$ cat config.mk
export PLATFORM = sky130hd
export DESIGN_NAME = mem_to_regfile_loader
export DESIGN_NICKNAME = d
export VERILOG_FILES = /design/src/rtl/mem_to_regfile_loader.sv
export SDC_FILE = /design/constraint.sdc
export NUM_CORES = 1
export LEC_CHECK = 0
export ABC_AREA = 1
export CAP_MARGIN = 15
export CORE_ASPECT_RATIO = 1.75
export CORE_UTILIZATION = 41
export CTS_BUF_LIST = sky130_fd_sc_hd__clkbuf_16
export CTS_CLUSTER_SIZE = 12
export DETAILED_ROUTE_END_ITERATION = 12
export PLACE_DENSITY_LB_ADDON = 0.05
export REMOVE_ABC_BUFFERS = 1
export SYNTH_ARGS = -nofsm -noshare
export SYNTH_HDL_FRONTEND = slang
export SYNTH_SLANG_ARGS = --single-unit
$ cat constraint.sdc
create_clock -name clock -period 5.6 [get_ports clock]
set_clock_uncertainty 0.15 [all_clocks]
set_input_delay 0.84 -clock clock [delete_from_list [all_inputs] [get_ports clock]]
set_output_delay 0.84 -clock clock [all_outputs]
set_load 0.01 [all_outputs]
$ cat src/rtl/mem_to_regfile_loader.sv
// mem_to_regfile_loader: multicycle burst copier from DataMemory into RegFile.
// Each word takes READ -> WAIT -> WRITE; a burst ends with a one-cycle DONE.
// Every output is a flop loaded from the next-state decode, so outputs follow
// the state register with no combinational path from any input.
module mem_to_regfile_loader #(
    parameter int unsigned ADDR_W = 7,
    parameter int unsigned DATA_W = 32,
    parameter int unsigned REG_W  = 5,
    parameter int unsigned CNT_W  = 6
) (
    input  logic              clock,
    input  logic              reset,
    input  logic              start,
    input  logic [ADDR_W-1:0] base_addr,
    input  logic [REG_W-1:0]  dest_reg,
    input  logic [CNT_W-1:0]  count,
    output logic [ADDR_W-1:0] mem_address,
    output logic              mem_read,
    input  logic [DATA_W-1:0] mem_read_data,
    output logic              reg_write,
    output logic [REG_W-1:0]  write_reg,
    output logic [DATA_W-1:0] write_data,
    output logic              busy,
    output logic              done,
    output logic              err
);

    localparam int unsigned NUM_REGS = 1 << REG_W;

    typedef enum logic [2:0] {
        S_IDLE  = 3'd0,
        S_READ  = 3'd1,
        S_WAIT  = 3'd2,
        S_WRITE = 3'd3,
        S_DONE  = 3'd4
    } state_t;

    state_t              state_q, state_d;
    logic [ADDR_W-1:0]   addr_q, addr_d;
    logic [REG_W-1:0]    reg_q, reg_d;
    logic [CNT_W-1:0]    rem_q, rem_d;
    logic [DATA_W-1:0]   data_q, data_d;
    logic [ADDR_W-1:0]   mem_address_d;
    logic [REG_W-1:0]    write_reg_d;
    logic                mem_read_d;
    logic                reg_write_d;
    logic                busy_d;
    logic                done_d;
    logic                err_d;
    logic [CNT_W-1:0]    end_sum_c;

    assign write_data = data_q;

    // Next-state, datapath updates and next-cycle output values
    always_comb begin
        state_d       = state_q;
        addr_d        = addr_q;
        reg_d         = reg_q;
        rem_d         = rem_q;
        data_d        = data_q;
        mem_address_d = mem_address;
        write_reg_d   = write_reg;
        err_d         = 1'b0;
        end_sum_c     = CNT_W'(dest_reg) + count;

        case (state_q)
            S_IDLE: begin
                if (start) begin
                    if (count == '0) begin
                        state_d = S_DONE;
                    end else if (end_sum_c > CNT_W'(NUM_REGS)) begin
                        err_d = 1'b1;
                    end else begin
                        state_d       = S_READ;
                        addr_d        = base_addr;
                        reg_d         = dest_reg;
                        rem_d         = count;
                        mem_address_d = base_addr;
                    end
                end
            end
            S_READ: begin
                state_d = S_WAIT;
            end
            S_WAIT: begin
                data_d      = mem_read_data;
                write_reg_d = reg_q;
                state_d     = S_WRITE;
            end
            S_WRITE: begin
                addr_d = addr_q + ADDR_W'(1);
                reg_d  = reg_q + REG_W'(1);
                rem_d  = rem_q - CNT_W'(1);
                if (rem_q == CNT_W'(1)) begin
                    state_d = S_DONE;
                end else begin
                    state_d       = S_READ;
                    mem_address_d = addr_q + ADDR_W'(1);
                end
            end
            S_DONE: begin
                state_d = S_IDLE;
            end
            default: begin
                state_d = S_IDLE;
            end
        endcase

        mem_read_d  = (state_d == S_READ) || (state_d == S_WAIT);
        reg_write_d = (state_d == S_WRITE) && (write_reg_d != '0);
        busy_d      = (state_d == S_READ) || (state_d == S_WAIT) || (state_d == S_WRITE);
        done_d      = (state_d == S_DONE);
    end

    // State, datapath and output registers; reset abandons any burst
    always_ff @(posedge clock or posedge reset) begin
        if (reset) begin
            state_q     <= S_IDLE;
            addr_q      <= '0;
            reg_q       <= '0;
            rem_q       <= '0;
            data_q      <= '0;
            mem_address <= '0;
            write_reg   <= '0;
            mem_read    <= 1'b0;
            reg_write   <= 1'b0;
            busy        <= 1'b0;
            done        <= 1'b0;
            err         <= 1'b0;
        end else begin
            state_q     <= state_d;
            addr_q      <= addr_d;
            reg_q       <= reg_d;
            rem_q       <= rem_d;
            data_q      <= data_d;
            mem_address <= mem_address_d;
            write_reg   <= write_reg_d;
            mem_read    <= mem_read_d;
            reg_write   <= reg_write_d;
            busy        <= busy_d;
            done        <= done_d;
            err         <= err_d;
        end
    end

endmodule

# Yosys cells after proc, flatten, opt, wreduce, memory -nomap -nowiden
# Cells that the tools add are included.
# op_classes
add_sub_neg	4
n_lt_le_gt_ge	1
n_eq_ne	12
n_mux	24
reduce_logical	9
# ops
cell	n
7-bit two-way mux	4
7-bit one-hot mux with 2 select lines	2
5-bit two-way mux	4
6-bit two-way mux	3
3-bit by 2-bit == test with 1-bit output, second input constant	4
3-bit two-way mux	4
3-bit one-hot mux with 4 select lines	1
6-bit one-hot mux with 2 select lines	1
5-bit one-hot mux with 2 select lines	1
2-bit inequality test, second input constant	4
7-bit by 1-bit adder with 7-bit output, second input constant	1
5-bit by 6-bit adder with 6-bit output	1
3-bit by 1-bit == test with 1-bit output, second input constant	2
6-bit by 1-bit == test with 1-bit output, second input constant	1
6-bit greater-than comparator, second input constant	1
6-bit zero test	1
6-bit by 1-bit subtractor with 6-bit output, second input constant	1
5-bit by 1-bit adder with 5-bit output, second input constant	1
5-bit AND reduction	1
5-bit nonzero test	1
1-bit two-way mux	4
4-bit AND reduction	1
3-bit == test, second input constant	1
3-bit zero test	1
3 further kinds	4
# totals
regBits	70
inputBits	53
out_inout_bits	49

# Depth between registers and ports, before layout
# depth
depth_word	9
ltp_mapped	16

# Least setup slack after synthesis
# OpenSTA, ideal clock, no wires.
# synth_path
path_kind	input to register
from	in dest_reg[0]
to	reg rem_q[2]
t_arrival_ps	2454
setup_slack_ps	2880
path_stages	15
n_path_buf	1
cell_sequence	ha_1 > inv_1 > fa_1 > clkinv_1 > nor2_1 > nand3_1 > a21oi_1 > nand3_1 > nand2_2 > nand2_2 > nand2_4 > nand2_8 > buf_12 > nand2_2 > nand2_1
# synth_between
elab_chain_len	4
# synth_rtl
item	line	rtl
from (decl)	15	input logic [REG_W-1:0] dest_reg,
5-bit by 6-bit adder with 6-bit output	64	end_sum_c = CNT_W'(dest_reg) + count;
6-bit greater-than comparator	71	end else if (end_sum_c > CNT_W'(NUM_REGS)) begin
2-bit inequality test (no line)	n/a	
4-bit AND reduction (no line)	n/a	
to (signal assigned)	134	rem_q <= rem_d;
to (decl)	41	logic [CNT_W-1:0] rem_q, rem_d;
# No other way between the ends.
# A chain may end at the register's enable or synchronous reset.

# Final worst setup path
# layout_path
from	in dest_reg[0]
to	reg reg_q[2]
# layout_between
elab_chain_len	4
# layout_rtl
item	line	rtl
5-bit by 6-bit adder with 6-bit output	64	
6-bit greater-than comparator	71	
2-bit inequality test (no line)	n/a	
4-bit AND reduction (no line)	n/a	
to (signal assigned)	133	reg_q <= reg_d;
to (decl)	40	logic [REG_W-1:0] reg_q, reg_d;
# No other way between the ends.

==> reports/metrics.yaml <==
setup_path:
  crit_path_top_delay_cell: "clkdlybuf4s50_1"
  rr_endpoint: "reg_write$_DFF_PP0_"
  r2r_slack_ns: 3.31
  startpoint: "dest_reg[0]"
  slowest_delay_ns: 0.51
  crit_chain: "clkdlybuf4s50_1, ha_1, inv_1, fa_1, clkinv_1, nor2_1, nand3_1, a21oi_1, nand3_1, nand2_2, nand2_2, nand2_4, nand2_8, nand2_1, nand2_1"
  r2r_cells: 10
  critPathKind: "in2reg"
  cp.arrival_ns: 3.22
  start_kind: "input port"
  reg2reg_from: "state_q[1]$_DFF_PP0_"
  worstPathRequired_ns: 5.66
  end_kind: "flop"
  critPathMaxFanout: 19
yosys:
  syn-instance-count: 422
  yosys_warnings: 0
  synth.area.top_cells: "dfrtp_1 (51%), nand2_1 (20%), nand3_1 (5.3%)"
  synth_sequential_area_ratio_pct: 51.1
  ys_ff_latch: 70
  synth_top_cell_by_area: "dfrtp_1"
  ys_types: 32
  mappedNetlistArea_sq_um: 3430
  syn_area_per_cell_sq_um: 8.12
  synth_top_area_share_pct: 51.1
timing:
  rsz0062_at_grt: "false"
  max-slew-margin-rel_pct: 40.9
  finalMaxSlewViolations: 0
  tightestPinTransition_ns: 0.886
  whs_ns: 0.323
  period_needed_ns: 3.16
  max_freq_mhz: 317
  fin_tns_setup_ns: 0
  post-route-period-util_pct: 56.4
  hold_viol_final: 0
  finalSetupViolCount: 0
power_and_ir_drop:
  p_leak_nw: 2.40
  irDropWorstVdd_uv: 230
  pwr_density_cell_nw_per_um2: 575
min_path:
  hold_start: "mem_address[6]$_DFFE_PP0P_"
  min_to: "mem_address[6]$_DFFE_PP0P_"
  holdCritPathClass: "reg2reg"
  hold_path_depth: 2
cells_and_area:
  largest_reg_flops: 32
  antenna_cells: 0
  design_area_sq_um: 4800
  fillers: 722
  drive_above_1_share_pct: 8.33
  syn_to_final_growth_pct: 40.1
  fin_nets: 586
  fin_util_pct: 59.9
floorplanning:
  dieArea_sq_um: 8750
  fp.coreArea_sq_um: 8020
  die_y_microns: 123
  start_util_pct: 42.8
  fp.dieW_microns: 71.1
  io_pins: 102
  num_rows: 43
clock_tree:
  cts_made_buffers: 9
  post_cts_resize_count: 0
  cts_hold_buffers: 0
  clock_latency_ns: 0.32
  cts_num_sinks: 70
  cts_tree: "built"
  path_clk_slew_ns: 0.05
  clockBufferDepth: 2
  cts_setup_buffers: 0
  cts_root_buffer: "clkbuf_16"
  cts_max_level: 3
global_route:
  grt_overflow: 0
  antenna_found_initial: 0
  grt_usage_pct: 19.4
  grt_max_degree: 71
  grt_pass1_wl_microns: 13200
  grt_pass1_vias: 2868
place:
  place_area_sq_um: 4500
  gp_congestion: 0.821
  dpl.hpwl_microns: 5690
  port_buffers: 101
route:
  wl_per_cell_microns: 12.9
  viasPerCell: 4.85
  antenna_left: 0
  vias: 3000
  routed_wl_microns: 7970
  drt-pass1-iter-count: 9
  drc_errors: 13
  first_iter_violations: 146
status:
  violations: "design-rule violations"
  status: "finished with violations"
job:
  max_cap_violations: 0
## worst max-delay path, delay by kind of cell
| kind | cells | cell delay (ns) |
|---|---|---|
| AND/OR/NAND/NOR | 9 | 0.96 |
| adder cells (fa/ha/maj) | 2 | 0.66 |
| buffers and inverters | 3 | 0.62 |
| AO/OA/AOI/OAI | 1 | 0.13 |
## cell families (layout without fill, tap and decap cells)
| kind of cell | Yosys count | after routing | share of synthesized area, % |
|---|---|---|---|
| DFF | 70 | 70 | 51.1 |
| buffers and inverters | 42 | 148 | 5.26 |
| xor gates and xnor gates | 8 | 8 | 2.04 |
| adders and majority gates | 10 | 10 | 3.87 |
| and+or+nand+nor | 259 | 259 | 32.2 |
| muxes | 1 | 1 | 0.292 |
| AOI/OAI and AO/OA | 32 | 32 | 5.29 |
## cell type report
cell class	instances	area [sq um]	share of cell area [%]
timing repair buffer	103	1030	21.4
multi-input combinational	310	1500	31.2
sequential	70	1750	36.5
clock buffer	9	225	4.69
inverter	29	109	2.27
tap	90	113	2.34
clock inverter	7	81.3	1.69
## per-stage QoR
stage	power [mW]	worst slack, ns	std cells
2_1_floorplan	1.63	2.84	409
3_3_place_gp	2.18	2.17	602
3_5_place_dp	2.21	2.10	602
4_1_cts	2.80	2.44	618
5_1_grt	3.00	2.26	618
6_report	2.76	2.44	618
## where the power goes
part           total, mW  internal (mW)  switching, mW  leakage (nW)
logic               1.28          0.573          0.704          1.38
clock network      0.579          0.383          0.196         0.159
registers          0.906          0.751          0.155         0.866
total               2.76           1.71           1.06          2.40
## cells in the mapped netlist (all sizes together)
cell type	instances
nand2	203
o21ai	23
dfrtp	70
nor4	1
clkinv	2
fa	1
inv	27
nor3	2
a21boi	1
mux2i	1
or2	3
ha	9
o32ai	2
xor2	5
a21oi	6
nor2	11
nand3b	1
xnor2	3
clkbuf	8
nand3	36
buf	5
nand4	2
## worst max path at each step
stage                             to  slack (ns)  cells past startpoint
2_1_floorplan  addr_q[0]$_DFFE_PP0P_        2.84                      1
4_1_cts        addr_q[0]$_DFFE_PP0P_        2.44                     15
3_3_place_gp   addr_q[0]$_DFFE_PP0P_        2.17                     15
5_1_grt         rem_q[0]$_DFFE_PP0P_        2.26                     15
3_5_place_dp   addr_q[0]$_DFFE_PP0P_        2.10                     15
6_report        reg_q[2]$_DFFE_PP0P_        2.44                     15
## layout by cell type, fill, tap and decap left out, drive strengths merged, types with 2 or more instances in the layout
master	instances
inv	29
xor2	5
bufinv	2
buf	2
nand2	203
nor2	11
nand3	36
clkinv	5
nor3	2
clkdlybuf4s50	101
dfrtp	70
ha	9
xnor2	3
o32ai	2
clkbuf	9
nand4	2
o21ai	23
a21oi	6
or2	3
## per-layer routing
metal  vias to the layer above  part of all wire, %  GRT usage (%)
met4                         0                  1.1           7.50
met5                         -                    0              0
met2                        75                   51           33.1
met3                         7                  4.7           4.07
li1                       1540                    -              -
met1                      1378                   43           24.0
No activity file was read; power rests on OpenSTA's default activity.
